**config.mk**
```make
export PLATFORM = sky130hd
export DESIGN_NAME = regdst_pipe
export DESIGN_NICKNAME = d
export VERILOG_FILES = /design/src/rtl/regdst_pkg.sv /design/src/rtl/regdst_mux.sv /design/src/rtl/regdst_pipe.sv
export SDC_FILE = /design/constraint.sdc
export NUM_CORES = 1
export LEC_CHECK = 0
export BUFFER_PORTS_ARGS = -buffer_cell sky130_fd_sc_hd__buf_2
export CAP_MARGIN = 10
export CORE_MARGIN = 8
export CORE_UTILIZATION = 25
export CTS_CLUSTER_SIZE = 24
export DETAILED_ROUTE_END_ITERATION = 8
export REMOVE_ABC_BUFFERS = 1
export SETUP_SLACK_MARGIN = 0.02
export SYNTH_ARGS = -nofsm -noshare
export SYNTH_HDL_FRONTEND = slang
export SYNTH_SLANG_ARGS = --single-unit
```
**constraint.sdc**
```tcl
create_clock -name clk -period 1.7 [get_ports clk]
set_input_delay 0.34 -clock clk [delete_from_list [all_inputs] [get_ports clk]]
set_output_delay 0.34 -clock clk [all_outputs]
set_load 0.01 [all_outputs]
```
**src/rtl/regdst_pkg.sv**
```systemverilog
// regdst_pkg: select encodings, return-address register, stage record and width helper for regdst_pipe
package regdst_pkg;
  localparam int SEL_RT = 0;
  localparam int SEL_RD = 1;
  localparam int SEL_RA = 2;
  localparam int RA_ADDR = 31;
  localparam int DEST_W = 5;
  typedef struct packed {
    logic valid;
    logic we;
    logic [DEST_W-1:0] dest;
  } stage_t;
  function automatic int clog2(input int n);
    int r;
    r = 1;
    while ((1 << r) < n) r++;
    return r;
  endfunction
endpackage

```
**src/rtl/regdst_mux.sv**
```systemverilog
// regdst_mux: NUM_IN-way destination mux; out-of-range select yields 0 with sel_ok low
module regdst_mux #(
  parameter int ADDR_W = 5,
  parameter int NUM_IN = 4,
  parameter int SEL_W = 2
) (
  input  logic [SEL_W-1:0]         sel,
  input  logic [NUM_IN*ADDR_W-1:0] in_bus,
  output logic [ADDR_W-1:0]        dout,
  output logic                     sel_ok
);
  always_comb begin
    dout = '0;
    for (int k = 0; k < NUM_IN; k++) dout = (sel == SEL_W'(k)) ? in_bus[k*ADDR_W +: ADDR_W] : dout;
  end
  assign sel_ok = 32'(sel) < NUM_IN;
endmodule

```
**src/rtl/regdst_pipe.sv**
```systemverilog
// regdst_pipe: destination select, in-flight writer tracker, RAW hazard detect (optional REGDST_FWD_EN forwarding split)
module regdst_pipe import regdst_pkg::*; #(
  parameter int ADDR_W = 5,
  parameter int NUM_IN = 4,
  parameter int SEL_W = clog2(NUM_IN),
  parameter int DEPTH = 3,
  parameter int IDX_W = clog2(DEPTH)
) (
  input  logic                     clk,
  input  logic                     reset,
  input  logic                     in_valid,
  input  logic                     in_we,
  input  logic [SEL_W-1:0]         RegDst,
  input  logic [NUM_IN*ADDR_W-1:0] in_bus,
  input  logic                     stall,
  input  logic                     flush,
  input  logic [ADDR_W-1:0]        rs_a,
  input  logic [ADDR_W-1:0]        rs_b,
  output logic                     haz_a,
  output logic [IDX_W-1:0]         haz_a_idx,
  output logic                     haz_b,
  output logic [IDX_W-1:0]         haz_b_idx,
  output logic                     wb_we,
  output logic [ADDR_W-1:0]        wb_dest,
  output logic                     sel_err
`ifdef REGDST_FWD_EN
  ,
  output logic                     fwd_a_dest_valid,
  output logic                     fwd_b_dest_valid
`endif
);
  typedef struct packed {
    logic valid;
    logic we;
    logic [ADDR_W-1:0] dest;
  } stg_t;
  stg_t stg [DEPTH];
  logic [ADDR_W-1:0] dest_in;
  logic sel_ok;
  logic [DEPTH-1:0] hit_a, hit_b;
  regdst_mux #(.ADDR_W(ADDR_W), .NUM_IN(NUM_IN), .SEL_W(SEL_W)) u_mux (
    .sel(RegDst),
    .in_bus(in_bus),
    .dout(dest_in),
    .sel_ok(sel_ok)
  );
  always_ff @(posedge clk) begin
    if (reset) begin
      for (int i = 0; i < DEPTH; i++) stg[i] <= '0;
      sel_err <= 1'b0;
    end else begin
      if (flush) stg[0] <= '0;
      else if (!stall) stg[0] <= '{in_valid, in_valid & in_we & sel_ok, dest_in};
      for (int i = 1; i < DEPTH; i++) stg[i] <= (i == 1 && stall) ? '0 : stg[i-1];
      sel_err <= in_valid & ~sel_ok & ~stall & ~flush;
    end
  end
  function automatic logic [IDX_W-1:0] youngest(input logic [DEPTH-1:0] h);
    youngest = '0;
    for (int i = DEPTH - 1; i >= 0; i--) youngest = h[i] ? IDX_W'(i) : youngest;
  endfunction
  always_comb begin
    hit_a = '0;
    hit_b = '0;
    for (int i = 0; i < DEPTH; i++) begin
      hit_a[i] = stg[i].valid & stg[i].we & (stg[i].dest == rs_a) & (|rs_a);
      hit_b[i] = stg[i].valid & stg[i].we & (stg[i].dest == rs_b) & (|rs_b);
    end
  end
  assign haz_a_idx = youngest(hit_a);
  assign haz_b_idx = youngest(hit_b);
`ifdef REGDST_FWD_EN
  localparam logic [DEPTH-1:0] NEAR = DEPTH'(3);
  assign fwd_a_dest_valid = |(hit_a & NEAR);
  assign fwd_b_dest_valid = |(hit_b & NEAR);
  assign haz_a = |hit_a & ~fwd_a_dest_valid;
  assign haz_b = |hit_b & ~fwd_b_dest_valid;
`else
  assign haz_a = |hit_a;
  assign haz_b = |hit_b;
`endif
  assign wb_we = stg[DEPTH-1].valid & stg[DEPTH-1].we;
  assign wb_dest = stg[DEPTH-1].dest;
endmodule

```
==> impl_results.md, run 1 <==
- Status: finished with violations
- Failing checks: setup timing
- Worst r2r dst: stg[0][14]$_SDFFCE_PN0P_
- Post-synthesis sequential area ratio: 0.450
- Clock Latency Late Sink: 0.27 ns
- CTS Buf Count: 3
- Residual DRC count: 0
- R2R depth: 3
- Top Ports: 51
- FF-to-FF setup slack: 0.66 ns
- Main combinational cell family by area after synthesis: simple AND/OR/NAND/NOR gates
- Simple-gate share of the synthesized area: 0.229
- Drt first pass iters: 2
- Biggest regs: stg: 21 flops
- Top reg by flops: stg
- Max IR drop VDD: 0.000240 V
- #FFs+latches synth: 21
- Setup WS post-layout: -0.295 ns
- Ant diodes: 0
- Core area: 5470 um2
- RD Place Congestion: 0.793
- Tightest Pin Transition: 0.497 ns
- Post-synthesis mux area share: 0.0804
- CTS tree: built
- Crit share post-route: 1.17
- DRT iter0 DRCs: 22
- DIE HEIGHT: 90.9 um
- Post-route cell area: 1940 um2
- # rows: 27
- Hold Slack: 0.356 ns
- XOR/XNOR Fraction of Synth Area: 0.175
- Setup Skew: 0.00459 ns
- Syn. warnings: 0
- Met3 usage: 0.0399
- Min Tclk post-route: 1.99 ns
- Count of final setup violators: 6
- Synth Area in Compound Gates: 0.0143
- Placed Instance Area: 1840 um2
- GRT busiest layer: met2
- Clk root buf: clkbuf_8
- Crit path launch: stg[0][7]$_SDFFCE_PP0P_
- WHS Endpoint: stg[0][6]$_SDFFCE_PN0P_
- Setup TNS Final: -1.53 ns
- Routed WL: 3530 um
- Leakage dissipation: 0.891 nW
- Hold Violations, Final: 0
- Power Density: 616 nW/um2
- Initial Util: 0.256
- Yosys top cell area share: 0.450
- Worst slack, placed: -0.108 ns
- CTS Hold Bufs: 0
- Final Slew Violations: 0
- Max Freq: 0.501 GHz
- Synthesized instance count: 123
- Via count: 1124
- Pin count of the biggest net entering global routing: 14
- Gr usage total: 0.0888
- Crit end category: output pin
- First-pass GRT wire length: 5820 um
- Largest area contributor in the netlist: edfxtp_1
- Number of global-route vias before repair: 1301
- Grt total ovfl: 0
- Max cap viols: 0
- Max Buffers Root-to-Sink: 2
- Placed Instances: 264
- WL/cell: 13.0 um
- CTS H-tree depth: 1
- Finished Layout Cells: 272
- Hold path depth: 2
- Adder-Cell Fraction of Synth Area: 0
- Most frequent cells in the layout: buf_2 (49), edfxtp_1 (21), xor2_1 (20)
- DRT antenna net count: 0
- Clk pin slew, worst setup/hold paths: 0.08 ns
- Top cells by area, synth: edfxtp_1 (45%), xor2_1 (13%), mux4_2 (8.0%)
- Relative slew margins: 0.666
- Total power: 1.20 mW
- Distinct cells, synth: 23
- Startpoint Class: flop
- Crit path cell chain: xor2_1, nor4_2, nand4_1, nor3b_2, buf_2
- Worst r2r src: stg[0][7]$_SDFFCE_PP0P_
- Crit path max fanout: 3
- Slowest CP cell: edfxtp_1
- Most common cell after layout, fill and taps aside: buf_2
- Worst hold path type: input pin to flop
- Area Overhead vs Synth: 38.6%
- Met2 Track Usage GR: 0.144
- Synthesized cell area: 1400 um2
- Max FFs per register: 21
- Met1 usage: 0.0990
- Die W: 90.9 um
- Post-DP HPWL: 3110 um
- Fraction of layout cells with a size suffix above 1: 0.420
- Initial antenna violation count: 0
- Kind of critical path: flop to output pin
- Crit-path max cell delay: 0.41 ns
- Worst Hold Launch: in_valid
- CP arrival: 1.65 ns
- CTS Sinks: 21
- Vias per cell: 4.13
- Avg Cell Area, Syn: 11.4 um2
- Nets: 239
- Share of the core filled with cells: 0.355
- Die area: 8260 um2
- RSZ-0062 raised after global routing: true
- Port bufs: 49
- CP required: 1.36 ns
## area by class of cell
class	count	area (um2)
clock buffers	3	41.3
clock inverters	1	7.51
fillers	584	3530
inverters	3	11.3
multi-input cells	104	773
flip-flops and latches	21	631
well taps	72	90.1
repair buffers	68	388
## worst max-delay path: cells and delay by family (launching register included)
family,cells,cell delay [ns]
AND/OR/NAND/NOR,3,0.66
flip-flops,1,0.41
buffers and inverters,1,0.14
XOR/XNOR,1,0.18
## power by group
group / switching, mW / internal [mW]
clock network: 0.177 / 0.166
logic: 0.108 / 0.127
registers: 0.0202 / 0.598
## layer usage
layer | routed length, um | vias to the layer above
met5 | 0 | -
met4 | 64 | 0
met3 | 306 | 7
met2 | 1600 | 47
met1 | 1560 | 497
li1 | - | 573
## cell usage after synthesis, drive strengths merged
| master | n |
|---|---|
| edfxtp | 21 |
| xor2 | 20 |
| and2 | 13 |
| xnor2 | 8 |
| buf | 7 |
| nor2 | 7 |
| nor2b | 7 |
| nand2 | 6 |
| nor4 | 6 |
| mux4 | 5 |
| nand4 | 5 |
| inv | 3 |
| nand3 | 3 |
| and3 | 2 |
| conb | 2 |
| nor3 | 2 |
| nor3b | 2 |
| a221oi | 1 |
| and4 | 1 |
| clkbuf | 1 |
| o221a | 1 |
## logic make-up (layout without fill, tap and decap cells)
kind of cell / Yosys count / after routing
AOI/OAI and AO/OA: 2 / 2
xor gates and xnor gates: 28 / 28
buffers and inverters: 11 / 75
other: 2 / 15
and+or+nand+nor: 54 / 54
muxes: 5 / 5
DFF: 21 / 21
## worst max path at each step
stage               slack [ns]  depth (start not counted)            to
detailed placement       -0.11                          5  haz_a_idx[1]
floorplan                 0.07                          4  haz_a_idx[1]
global placement         -0.09                          5  haz_a_idx[1]
global route             -0.40                          5  haz_a_idx[1]
finish                   -0.29                          5  haz_b_idx[1]
CTS                      -0.35                          5  haz_b_idx[1]
## repair_timing
| item | 4_1_cts | 5_1_grt |
|---|---|---|
| endpoints found under the setup margin | 6 | 6 |
| gates cloned | 0 | 0 |
| endpoints found under the hold margin | 0 | 0 |
| buffers inserted | 1 | 3 |
| pin swaps | 10 | 3 |
| gates resized for setup | 2 | 1 |
(Power assumes the default switching activity.)
==> run 2, diff against run 1 <==
==> constraint.sdc (replaced) <==
create_clock -name clk -period 2 [get_ports clk]
set_input_delay 0.4 -clock clk [delete_from_list [all_inputs] [get_ports clk]]
set_output_delay 0.4 -clock clk [all_outputs]
set_load 0.01 [all_outputs]
==> run 2 against run 1 <==
Net effect: the run still ends with setup timing left; non-clock buffer count decreased by 11; clock power decreased by 18%; clock skew decreased by 0.0020 ns; clock-buffer cell count unchanged; global-route usage decreased by 0.22 points; via count decreased by 2.3%; worst hold slack improved by 0.079 ns; critical path type unchanged; die area unchanged; register-to-register slack improved by 0.38 ns; cell count decreased by 4.0%; combinational power decreased by 21%; design area decreased by 3.0%.
==> impl_results.md, run 2 (synthesis results as in run 1) <==
- Clk pin slew, worst setup/hold paths: 0.08 ns (about the same)
- Worst r2r dst: stg[0][17]$_SDFFCE_PN0P_
- Post-DP HPWL: 2970 um (-4.6%)
- Core area: 5470 um2 (unchanged)
- Top Ports: 51 (unchanged)
- CP required: 1.60 ns (+0.24 ns)
- Hold Violations, Final: 0 (unchanged)
- Fraction of layout cells with a size suffix above 1: 0.392 (-0.0285)
- Pin count of the biggest net entering global routing: 13 (-1)
- Multi-input gate area: 787 um2 (+1.8%)
- CTS tree: built
- Biggest regs: stg: 21 flops
- Most common cell after layout, fill and taps aside: buf_2
- Setup TNS Final: -0.142 ns (+1.39 ns)
- CTS Buf Count: 3 (unchanged)
- Max cap viols: 0 (unchanged)
- Worst slack, placed: 0.0545 ns (+0.163 ns)
- Clk root buf: clkbuf_8
- First-pass GRT wire length: 5750 um (-1.1%)
- Ant diodes: 0 (unchanged)
- Drt first pass iters: 2 (unchanged)
- Residual DRC count: 0 (unchanged)
- Die area: 8260 um2 (unchanged)
- Setup WS post-layout: -0.0560 ns (+0.239 ns)
- Initial antenna violation count: 0 (unchanged)
- Final Slew Violations: 0 (unchanged)
- Crit path max fanout: 3 (unchanged)
- DIE HEIGHT: 90.9 um (unchanged)
- Initial Util: 0.256 (unchanged)
- Hold path depth: 2 (unchanged)
- Count of final setup violators: 4 (-2)
- Register area: 631 um2 (unchanged)
- DRT iter0 DRCs: 31 (+41%)
- Placed Instance Area: 1740 um2 (-5.7%)
- Via count: 1098 (-2.3%)
- WHS Endpoint: stg[0][6]$_SDFFCE_PN0P_
- Post-route cell area: 1880 um2 (-3.0%)
- Worst hold path type: input pin to flop
- Worst r2r src: stg[0][10]$_SDFFCE_PP0P_
- Max FFs per register: 21 (unchanged)
- Status: finished with violations
- Fillers: 577 (-1.2%)
- Leakage dissipation: 0.858 nW (-3.7%)
- Crit end category: output pin
- # rows: 27 (unchanged)
- FF-to-FF setup slack: 1.04 ns (+0.38 ns)
- R2R depth: 2 (-1)
- Min Tclk post-route: 2.06 ns
- Port bufs: 49 (unchanged)
- Grt total ovfl: 0 (unchanged)
- Max Freq: 0.486 GHz
- CTS H-tree depth: 1 (unchanged)
- Die W: 90.9 um (unchanged)
- Number of global-route vias before repair: 1289 (-0.92%)
- Top reg by flops: stg
- CTS Sinks: 21 (unchanged)
- RSZ-0062 raised after global routing: true
- Gr usage total: 0.0867 (-0.00216)
- Most frequent cells in the layout: buf_2 (48), edfxtp_1 (21), xor2_1 (20)
- Vias per cell: 4.21 (+1.8%)
- Worst Hold Launch: in_valid
- Nets: 228 (-4.6%)
- Setup Skew: 0.00256 ns (-0.00203 ns)
- Clock Latency Late Sink: 0.26 ns (about the same)
- Kind of critical path: flop to output pin
- Max Buffers Root-to-Sink: 2 (unchanged)
- RD Place Congestion: 0.823 (+3.7%)
- CP arrival: 1.66 ns (about the same)
- Crit share post-route: 1.03
- Routed WL: 3450 um (-2.1%)
- Area Overhead vs Synth: 34.5%
- WL/cell: 13.2 um (+2.1%)
- DRT antenna net count: 0 (unchanged)
- Power Density: 528 nW/um2 (-14%)
- Max IR drop VDD: 0.000200 V (-17%)
- Startpoint Class: flop
- Failing checks: setup timing
run 2: power by group:
part	switching (mW)	internal, mW	leakage, nW	total, mW
Sequential	0.0191	0.508	0.227	0.528
Combinational	0.0884	0.0977	0.605	0.186
Clock	0.143	0.139	0.0255	0.282
run 2: through the flow:
step	power, mW	cells	utilization	hold slack (ns)
after floorplan	0.622	128	-	0.524
after global placement	0.703	250	0.318	0.535
after detailed placement	0.706	250	0.318	0.544
after CTS	0.996	261	0.339	0.437
after global routing	1.05	261	0.344	0.442
final	0.995	261	0.344	0.435
run 2: repair_timing:
item / 4_1_cts / 5_1_grt
gates resized for setup: 3 / 5
endpoints found under the hold margin: 0 / 0
buffers inserted: 7 / 0
hold buffers: 0 / 0
pin swaps: 11 / 5
endpoints found under the setup margin: 6 / 6
run 2: worst max path at each step:
stage                                   startpoint           end  slack [ns]
after CTS                 stg[0][10]$_SDFFCE_PP0P_  haz_a_idx[1]       -0.05
after global placement                     rs_a[3]  haz_a_idx[1]        0.06
after global routing      stg[0][15]$_SDFFCE_PN0P_  haz_a_idx[1]       -0.19
final                     stg[0][17]$_SDFFCE_PN0P_  haz_b_idx[1]       -0.06
after detailed placement                   rs_a[3]  haz_a_idx[1]        0.05
after floorplan           stg[0][15]$_SDFFCE_PN0P_  haz_a_idx[1]        0.31
run 2: cell type report:
| type | count | share of cell area |
|---|---|---|
| timing repair buffer | 57 | 0.169 |
| inverter | 3 | 0.00598 |
| multi-input combinational | 104 | 0.418 |
| clock inverter | 1 | 0.00266 |
| tap | 72 | 0.0478 |
| clock buffer | 3 | 0.0219 |
| sequential | 21 | 0.335 |
run 2: per-layer routing:
| layer | part of all wire | track usage |
|---|---|---|
| met5 | 0 | 0 |
| met4 | 0.019 | 0.0368 |
| met3 | 0.089 | 0.0341 |
| met2 | 0.44 | 0.137 |
| met1 | 0.45 | 0.102 |
run 2: critical path, cell delays in order, from the launching register on:
cell	delay [ns]
edfxtp_1	0.46
xnor2_1	0.22
o221a_4	0.20
nand4_1	0.15
nor3b_2	0.21
buf_2	0.16
